`config.mk`:
```
export PLATFORM = sky130hd
export DESIGN_NAME = pdp8_ram_arb_flat
export DESIGN_NICKNAME = d
export VERILOG_FILES = /design/src/rtl/pdp8_ram_arb_if.sv /design/src/rtl/pdp8_ram_arb.sv /design/src/flat_wrapper.sv
export SDC_FILE = /design/constraint.sdc
export NUM_CORES = 1
export LEC_CHECK = 0
export ABC_AREA = 1
export BUFFER_PORTS_ARGS = -buffer_cell sky130_fd_sc_hd__buf_2
export CAP_MARGIN = 25
export CORE_MARGIN = 2
export CORE_UTILIZATION = 34
export CTS_CLUSTER_DIAMETER = 30
export DETAILED_ROUTE_END_ITERATION = 10
export PLACE_DENSITY = 0.6
export SYNTH_ARGS = -nofsm -noshare
export SYNTH_HDL_FRONTEND = slang
export SYNTH_SLANG_ARGS = --single-unit
```
`constraint.sdc`:
```
create_clock -name clk -period 2.5 [get_ports clk]
set_input_delay 0.125 -clock clk [delete_from_list [all_inputs] [get_ports clk]]
set_output_delay 0.125 -clock clk [all_outputs]
set_load 0.05 [all_outputs]
```
`src/rtl/pdp8_ram_arb_if.sv`:
```
// Request/done memory port shared by the CPU side, the data-break side and
// the downstream SRAM controller side of pdp8_ram_arb.
// The master drives the strobes, address and write data; the slave answers
// with read data and a completion flag.
interface pdp8_ram_arb_if;
    logic        rd;
    logic        wr;
    logic [14:0] addr;
    logic [11:0] wdata;
    logic [11:0] rdata;
    logic        done;

    modport master (output rd, output wr, output addr, output wdata,
                    input  rdata, input  done);
    modport slave  (input  rd, input  wr, input  addr, input  wdata,
                    output rdata, output done);
endinterface

```
`src/rtl/pdp8_ram_arb.sv`:
```
// pdp8_ram_arb: arbitrates the CPU memory port and the data-break (I/O) port
// onto one SRAM controller port. Data-break requests win over the CPU.
// Optional macro PDP8_ARB_FAIRNESS_EN: after MAX_IO_BURST consecutive I/O
// grants made while the CPU waits, the next grant goes to the CPU.
module pdp8_ram_arb #(
    parameter int MAX_IO_BURST = 4
) (
    input  logic           clk,
    input  logic           reset,
    pdp8_ram_arb_if.slave  cpu,
    pdp8_ram_arb_if.slave  io,
    pdp8_ram_arb_if.master mem
);

    typedef enum logic [1:0] {
        IDLE    = 2'd0,
        IO_ACC  = 2'd1,
        CPU_ACC = 2'd2,
        DONE    = 2'd3
    } state_t;

    if (MAX_IO_BURST < 1 || MAX_IO_BURST > 15) begin : g_burst_range
        $error("pdp8_ram_arb: MAX_IO_BURST must be within 1..15");
    end

    state_t      state_q, state_d;
    logic [14:0] addr_q, addr_d;
    logic [11:0] wdata_q, wdata_d;
    logic        mem_rd_q, mem_rd_d;
    logic        mem_wr_q, mem_wr_d;
    logic        cpu_done_q, cpu_done_d;
    logic        io_done_q, io_done_d;
    logic [11:0] cpu_rdata_q, cpu_rdata_d;
    logic [11:0] io_rdata_q, io_rdata_d;

    logic cpu_req_s;
    logic io_req_s;
    logic cpu_forced_s;
    logic io_grant_s;

    assign cpu_req_s  = cpu.rd | cpu.wr;
    assign io_req_s   = io.rd | io.wr;
    assign io_grant_s = io_req_s & ~cpu_forced_s;

`ifdef PDP8_ARB_FAIRNESS_EN
    localparam logic [3:0] BURST_LIMIT_C = 4'(MAX_IO_BURST);

    logic [3:0] burst_cnt_q, burst_cnt_d;

    assign cpu_forced_s = cpu_req_s & (burst_cnt_q == BURST_LIMIT_C);

    // Count I/O grants that overtake a waiting CPU; any CPU grant or an idle CPU clears it.
    always_comb begin
        burst_cnt_d = burst_cnt_q;
        if (state_q == IDLE) begin
            if (!cpu_req_s) begin
                burst_cnt_d = 4'd0;
            end else if (io_grant_s) begin
                if (burst_cnt_q < BURST_LIMIT_C) begin
                    burst_cnt_d = burst_cnt_q + 4'd1;
                end else begin
                    burst_cnt_d = burst_cnt_q;
                end
            end else begin
                burst_cnt_d = 4'd0;
            end
        end else begin
            burst_cnt_d = burst_cnt_q;
        end
    end

    // Burst counter register.
    always_ff @(posedge clk or posedge reset) begin
        if (reset) begin
            burst_cnt_q <= 4'd0;
        end else begin
            burst_cnt_q <= burst_cnt_d;
        end
    end
`else
    assign cpu_forced_s = 1'b0;
`endif

    // Grant, access and completion sequencing; read+write together is a write.
    always_comb begin
        state_d     = state_q;
        addr_d      = addr_q;
        wdata_d     = wdata_q;
        mem_rd_d    = mem_rd_q;
        mem_wr_d    = mem_wr_q;
        cpu_done_d  = 1'b0;
        io_done_d   = 1'b0;
        cpu_rdata_d = cpu_rdata_q;
        io_rdata_d  = io_rdata_q;
        case (state_q)
            IDLE: begin
                if (io_grant_s) begin
                    addr_d   = io.addr;
                    wdata_d  = io.wdata;
                    mem_wr_d = io.wr;
                    mem_rd_d = ~io.wr;
                    state_d  = IO_ACC;
                end else if (cpu_req_s) begin
                    addr_d   = cpu.addr;
                    wdata_d  = cpu.wdata;
                    mem_wr_d = cpu.wr;
                    mem_rd_d = ~cpu.wr;
                    state_d  = CPU_ACC;
                end else begin
                    state_d = IDLE;
                end
            end
            IO_ACC: begin
                if (mem.done) begin
                    if (mem_rd_q) begin
                        io_rdata_d = mem.rdata;
                    end else begin
                        io_rdata_d = io_rdata_q;
                    end
                    mem_rd_d  = 1'b0;
                    mem_wr_d  = 1'b0;
                    io_done_d = 1'b1;
                    state_d   = DONE;
                end else begin
                    state_d = IO_ACC;
                end
            end
            CPU_ACC: begin
                if (mem.done) begin
                    if (mem_rd_q) begin
                        cpu_rdata_d = mem.rdata;
                    end else begin
                        cpu_rdata_d = cpu_rdata_q;
                    end
                    mem_rd_d   = 1'b0;
                    mem_wr_d   = 1'b0;
                    cpu_done_d = 1'b1;
                    state_d    = DONE;
                end else begin
                    state_d = CPU_ACC;
                end
            end
            DONE: begin
                state_d = IDLE;
            end
            default: begin
                mem_rd_d = 1'b0;
                mem_wr_d = 1'b0;
                state_d  = IDLE;
            end
        endcase
    end

    // State and registered-output flops; reset drops the strobes at once.
    always_ff @(posedge clk or posedge reset) begin
        if (reset) begin
            state_q     <= IDLE;
            addr_q      <= 15'd0;
            wdata_q     <= 12'd0;
            mem_rd_q    <= 1'b0;
            mem_wr_q    <= 1'b0;
            cpu_done_q  <= 1'b0;
            io_done_q   <= 1'b0;
            cpu_rdata_q <= 12'd0;
            io_rdata_q  <= 12'd0;
        end else begin
            state_q     <= state_d;
            addr_q      <= addr_d;
            wdata_q     <= wdata_d;
            mem_rd_q    <= mem_rd_d;
            mem_wr_q    <= mem_wr_d;
            cpu_done_q  <= cpu_done_d;
            io_done_q   <= io_done_d;
            cpu_rdata_q <= cpu_rdata_d;
            io_rdata_q  <= io_rdata_d;
        end
    end

    assign mem.addr  = addr_q;
    assign mem.wdata = wdata_q;
    assign mem.rd    = mem_rd_q;
    assign mem.wr    = mem_wr_q;
    assign cpu.rdata = cpu_rdata_q;
    assign cpu.done  = cpu_done_q;
    assign io.rdata  = io_rdata_q;
    assign io.done   = io_done_q;

endmodule

```
`src/flat_wrapper.sv`:
```
// flat-port wrapper written by rule: the top's interface ports become plain ports
module pdp8_ram_arb_flat 
#(
    parameter int MAX_IO_BURST = 4
)
  (clk, reset, cpu_rd, cpu_wr, cpu_addr, cpu_wdata, cpu_rdata, cpu_done, io_rd, io_wr, io_addr, io_wdata, io_rdata, io_done, mem_rd, mem_wr, mem_addr, mem_wdata, mem_rdata, mem_done);
  pdp8_ram_arb_if cpu_i ();
  pdp8_ram_arb_if io_i ();
  pdp8_ram_arb_if mem_i ();
  input  logic clk;
  input  logic reset;
  input wire logic [$bits(cpu_i.rd)-1:0] cpu_rd;
  input wire logic [$bits(cpu_i.wr)-1:0] cpu_wr;
  input wire logic [$bits(cpu_i.addr)-1:0] cpu_addr;
  input wire logic [$bits(cpu_i.wdata)-1:0] cpu_wdata;
  output wire logic [$bits(cpu_i.rdata)-1:0] cpu_rdata;
  output wire logic [$bits(cpu_i.done)-1:0] cpu_done;
  input wire logic [$bits(io_i.rd)-1:0] io_rd;
  input wire logic [$bits(io_i.wr)-1:0] io_wr;
  input wire logic [$bits(io_i.addr)-1:0] io_addr;
  input wire logic [$bits(io_i.wdata)-1:0] io_wdata;
  output wire logic [$bits(io_i.rdata)-1:0] io_rdata;
  output wire logic [$bits(io_i.done)-1:0] io_done;
  output wire logic [$bits(mem_i.rd)-1:0] mem_rd;
  output wire logic [$bits(mem_i.wr)-1:0] mem_wr;
  output wire logic [$bits(mem_i.addr)-1:0] mem_addr;
  output wire logic [$bits(mem_i.wdata)-1:0] mem_wdata;
  input wire logic [$bits(mem_i.rdata)-1:0] mem_rdata;
  input wire logic [$bits(mem_i.done)-1:0] mem_done;
  assign cpu_i.rd = cpu_rd;
  assign cpu_i.wr = cpu_wr;
  assign cpu_i.addr = cpu_addr;
  assign cpu_i.wdata = cpu_wdata;
  assign cpu_rdata = cpu_i.rdata;
  assign cpu_done = cpu_i.done;
  assign io_i.rd = io_rd;
  assign io_i.wr = io_wr;
  assign io_i.addr = io_addr;
  assign io_i.wdata = io_wdata;
  assign io_rdata = io_i.rdata;
  assign io_done = io_i.done;
  assign mem_rd = mem_i.rd;
  assign mem_wr = mem_i.wr;
  assign mem_addr = mem_i.addr;
  assign mem_wdata = mem_i.wdata;
  assign mem_i.rdata = mem_rdata;
  assign mem_i.done = mem_done;
  pdp8_ram_arb #(.MAX_IO_BURST(MAX_IO_BURST)) u_core (.clk(clk), .reset(reset), .cpu(cpu_i), .io(io_i), .mem(mem_i));
endmodule
```
==> impl_metrics.env <==
export IMPL_maxSlewViolCount=0
export IMPL_routed_wl_mm=6.26
export IMPL_crit_type="flip-flop to flip-flop"
export IMPL_mostFrequentLayoutCells="nand2_1, buf_2, dfrtp_1, o21ai_0, inv_1"
export IMPL_yosys_warnings=0
export IMPL_synth_area_per_cell_um2=7.89
export IMPL_finalHoldViolCount=5
export IMPL_clock_sinks=57
export IMPL_maxCapViolCount=0
export IMPL_hold_buffers=0
export IMPL_grtUsageTotal_pct=15.1
export IMPL_period_share_pct=63.4
export IMPL_drtIter0Drc=81
export IMPL_critPathCaptureType="flip-flop"
export IMPL_fin_nets=538
export IMPL_fin_crit_ns=1.58
export IMPL_dr_total_vias=2400
export IMPL_relSlewSlack_pct=53.2
export IMPL_place_area_um2=3300
export IMPL_ys_seq_area_share_pct=54.3
export IMPL_avgViaCountPerCell=4.24
export IMPL_row_count=32
export IMPL_cts_inserted_buffers=9
export IMPL_fillers=781
export IMPL_power_density_nw_per_um2=1500
export IMPL_die_area_um2=8450
export IMPL_post_cts_resized=0
export IMPL_dpl_hpwl_mm=4.44
export IMPL_place_congestion=0.711
export IMPL_hold_slack_ns=-0.00922
export IMPL_dieWidth_um=91.9
export IMPL_cts_tree="done"
export IMPL_crit_arrival_ns=1.81
export IMPL_hold_path_class="input pin to asynchronous set/reset pin"
export IMPL_final_layout_size_suffix_gt1_share_pct=33.0
export IMPL_start_kind="flip-flop"
export IMPL_postLayoutCellArea_um2=3520
export IMPL_first_pass_iters=4
export IMPL_initial_core_util_pct=34.5
export IMPL_post_layout_nonfiller_instances=566
export IMPL_ctsLongestPathBuffers=2
export IMPL_synth_cell_types=19
export IMPL_grt_setup_unrepaired="false"
export IMPL_cts_root_buf="clkbuf_8"
export IMPL_tightest_slew_ns=0.701
export IMPL_clkLatencyLatePin_ns=0.32
export IMPL_htree_levels=3
export IMPL_syn_nets=411
export IMPL_post_cts_repair_setup_buffers=0
export IMPL_grt_pass1_wl_mm=10.3
export IMPL_final_setup_tns_ns=0
export IMPL_wl_per_cell_um=11.1
export IMPL_ir_drop_uv=690
export IMPL_clkTransAtPathRegs_ns=0.06
export IMPL_required_ns=2.72
export IMPL_die_h_um=91.9
export IMPL_grt_max_degree=58
export IMPL_syn_to_final_growth_pct=34.0
export IMPL_overflow=0
export IMPL_outcome="complete, but fails checks"
export IMPL_ys_seq_elements=57
export IMPL_power_leakage_uw=0.00214
export IMPL_setup_viol=0
export IMPL_netlist_area_um2=2630
export IMPL_fmax_ghz=0.631
export IMPL_antenna_left=0
export IMPL_antenna_found_initial=0
export IMPL_place_inst=551
export IMPL_skew_ns=0.00669
export IMPL_cp_max_fo=24
export IMPL_layout_commonest_cell="nand2_1"
export IMPL_io_pins=128
export IMPL_violations="negative hold slack"
export IMPL_numPortBuffers=127
export IMPL_grt_pass1_vias=2225
export IMPL_postSynthCellCount=333
export IMPL_remaining_drc_errors=0
export IMPL_core_area_um2=7610
export IMPL_num_antenna_cells=0
synth_stat cells:
| library cell | number | share of area [%] |
|---|---|---|
| nand2_4 | 1 | 0.43 |
| o21ai_0 | 27 | 5.1 |
| nand2_2 | 1 | 0.24 |
| inv_1 | 19 | 2.7 |
| nor2_2 | 1 | 0.24 |
| o31ai_1 | 1 | 0.29 |
| nand2_1 | 197 | 28 |
| buf_2 | 3 | 0.57 |
| buf_6 | 5 | 2.1 |
| clkbuf_2 | 2 | 0.38 |
| nand3_1 | 3 | 0.57 |
| ha_1 | 5 | 2.4 |
| inv_2 | 3 | 0.43 |
| a21oi_1 | 2 | 0.38 |
| buf_4 | 3 | 0.86 |
| inv_4 | 1 | 0.24 |
| dfrtp_1 | 57 | 54 |
| nor2_1 | 1 | 0.14 |
| nor2_4 | 1 | 0.43 |
kinds of logic after synthesis:
logic type | count (synthesis) | share of synthesized area, %
flip-flops | 57 | 54.3
adder cells (fa/ha/maj) | 5 | 2.38
buffers and inverters | 36 | 7.33
AO/OA/AOI/OAI | 30 | 5.81
AND/OR/NAND/NOR | 205 | 30.2
where the power goes:
group          leakage [µW]  switching [µW]  total [µW]  internal, µW
clock              0.000104             353         934           581
combinational       0.00131            2160        2750           589
sequential         0.000722             227        1580          1350
registers in the layout, indices dropped and copies added (netlist names):
name / cells
u_core.io.done: 1
u_core.cpu.rdata: 12
u_core.cpu.done: 1
u_core.io.rdata: 12
u_core.mem.wdata: 12
u_core.mem.addr: 15
u_core.mem.rd: 1
u_core.state_q: 2
u_core.mem.wr: 1
layer usage:
| metal | wire (µm) | track usage [%] | up-vias | part of all wire [%] |
|---|---|---|---|---|
| met1 | 2880 | 19.6 | 1051 | 46 |
| met2 | 2840 | 24.7 | 82 | 45 |
| li1 | - | - | 1261 | - |
| met4 | 59 | 5.60 | 0 | 0.94 |
| met5 | 0 | 0 | - | 0 |
| met3 | 480 | 3.62 | 6 | 7.7 |
final cells by class:
cell class              instances  area [µm²]  share of cell area [%]
multi-input cells             240        1010                    28.7
flip-flops and latches         57        1430                    40.5
inverters                      23        88.8                    2.52
clock inverters                 5        80.1                    2.28
clock buffers                  10         138                    3.91
repair buffers                129         651                    18.5
well taps                     102         128                    3.63
stage by stage:
stage / setup WS [ns] / hold WS (ns) / power, µW / util (%)
CTS: 0.865 / 0.0235 / 5330 / 46.3
detailed placement: 0.884 / 0.375 / 4380 / 43.4
global route: 0.650 / 0.0687 / 5610 / 46.3
floorplan: 0.975 / 0.255 / 3740 / -
finish: 0.916 / -0.00922 / 5260 / 46.3
global placement: 0.935 / 0.369 / 4340 / 43.4
final timing paths:
path	cells past startpoint	to	slack, ns	from
max	6	u_core.cpu.rdata[11]	0.92	u_core.state_q[0]
min	3	u_core.mem.addr[10]	-0.009	reset
max reg2reg	6	u_core.cpu.rdata[11]	0.92	u_core.state_q[0]
min reg2reg	2	u_core.mem.wdata[7]	0.47	u_core.mem.wdata[7]
max in group asynchronous	3	u_core.state_q[1]	2.03	reset
min in group clk	3	u_core.io.rdata[1]	0.07	mem_rdata[1]
critical path, cell delays in order, from the launching register on:
cell     delay (ns)
dfrtp_1        0.41
inv_1          0.11
ha_1           0.15
nand2_1        0.06
inv_2          0.06
nand2_1        0.38
o21ai_0        0.32
Note: power is estimated with default switching activity, not from simulation.
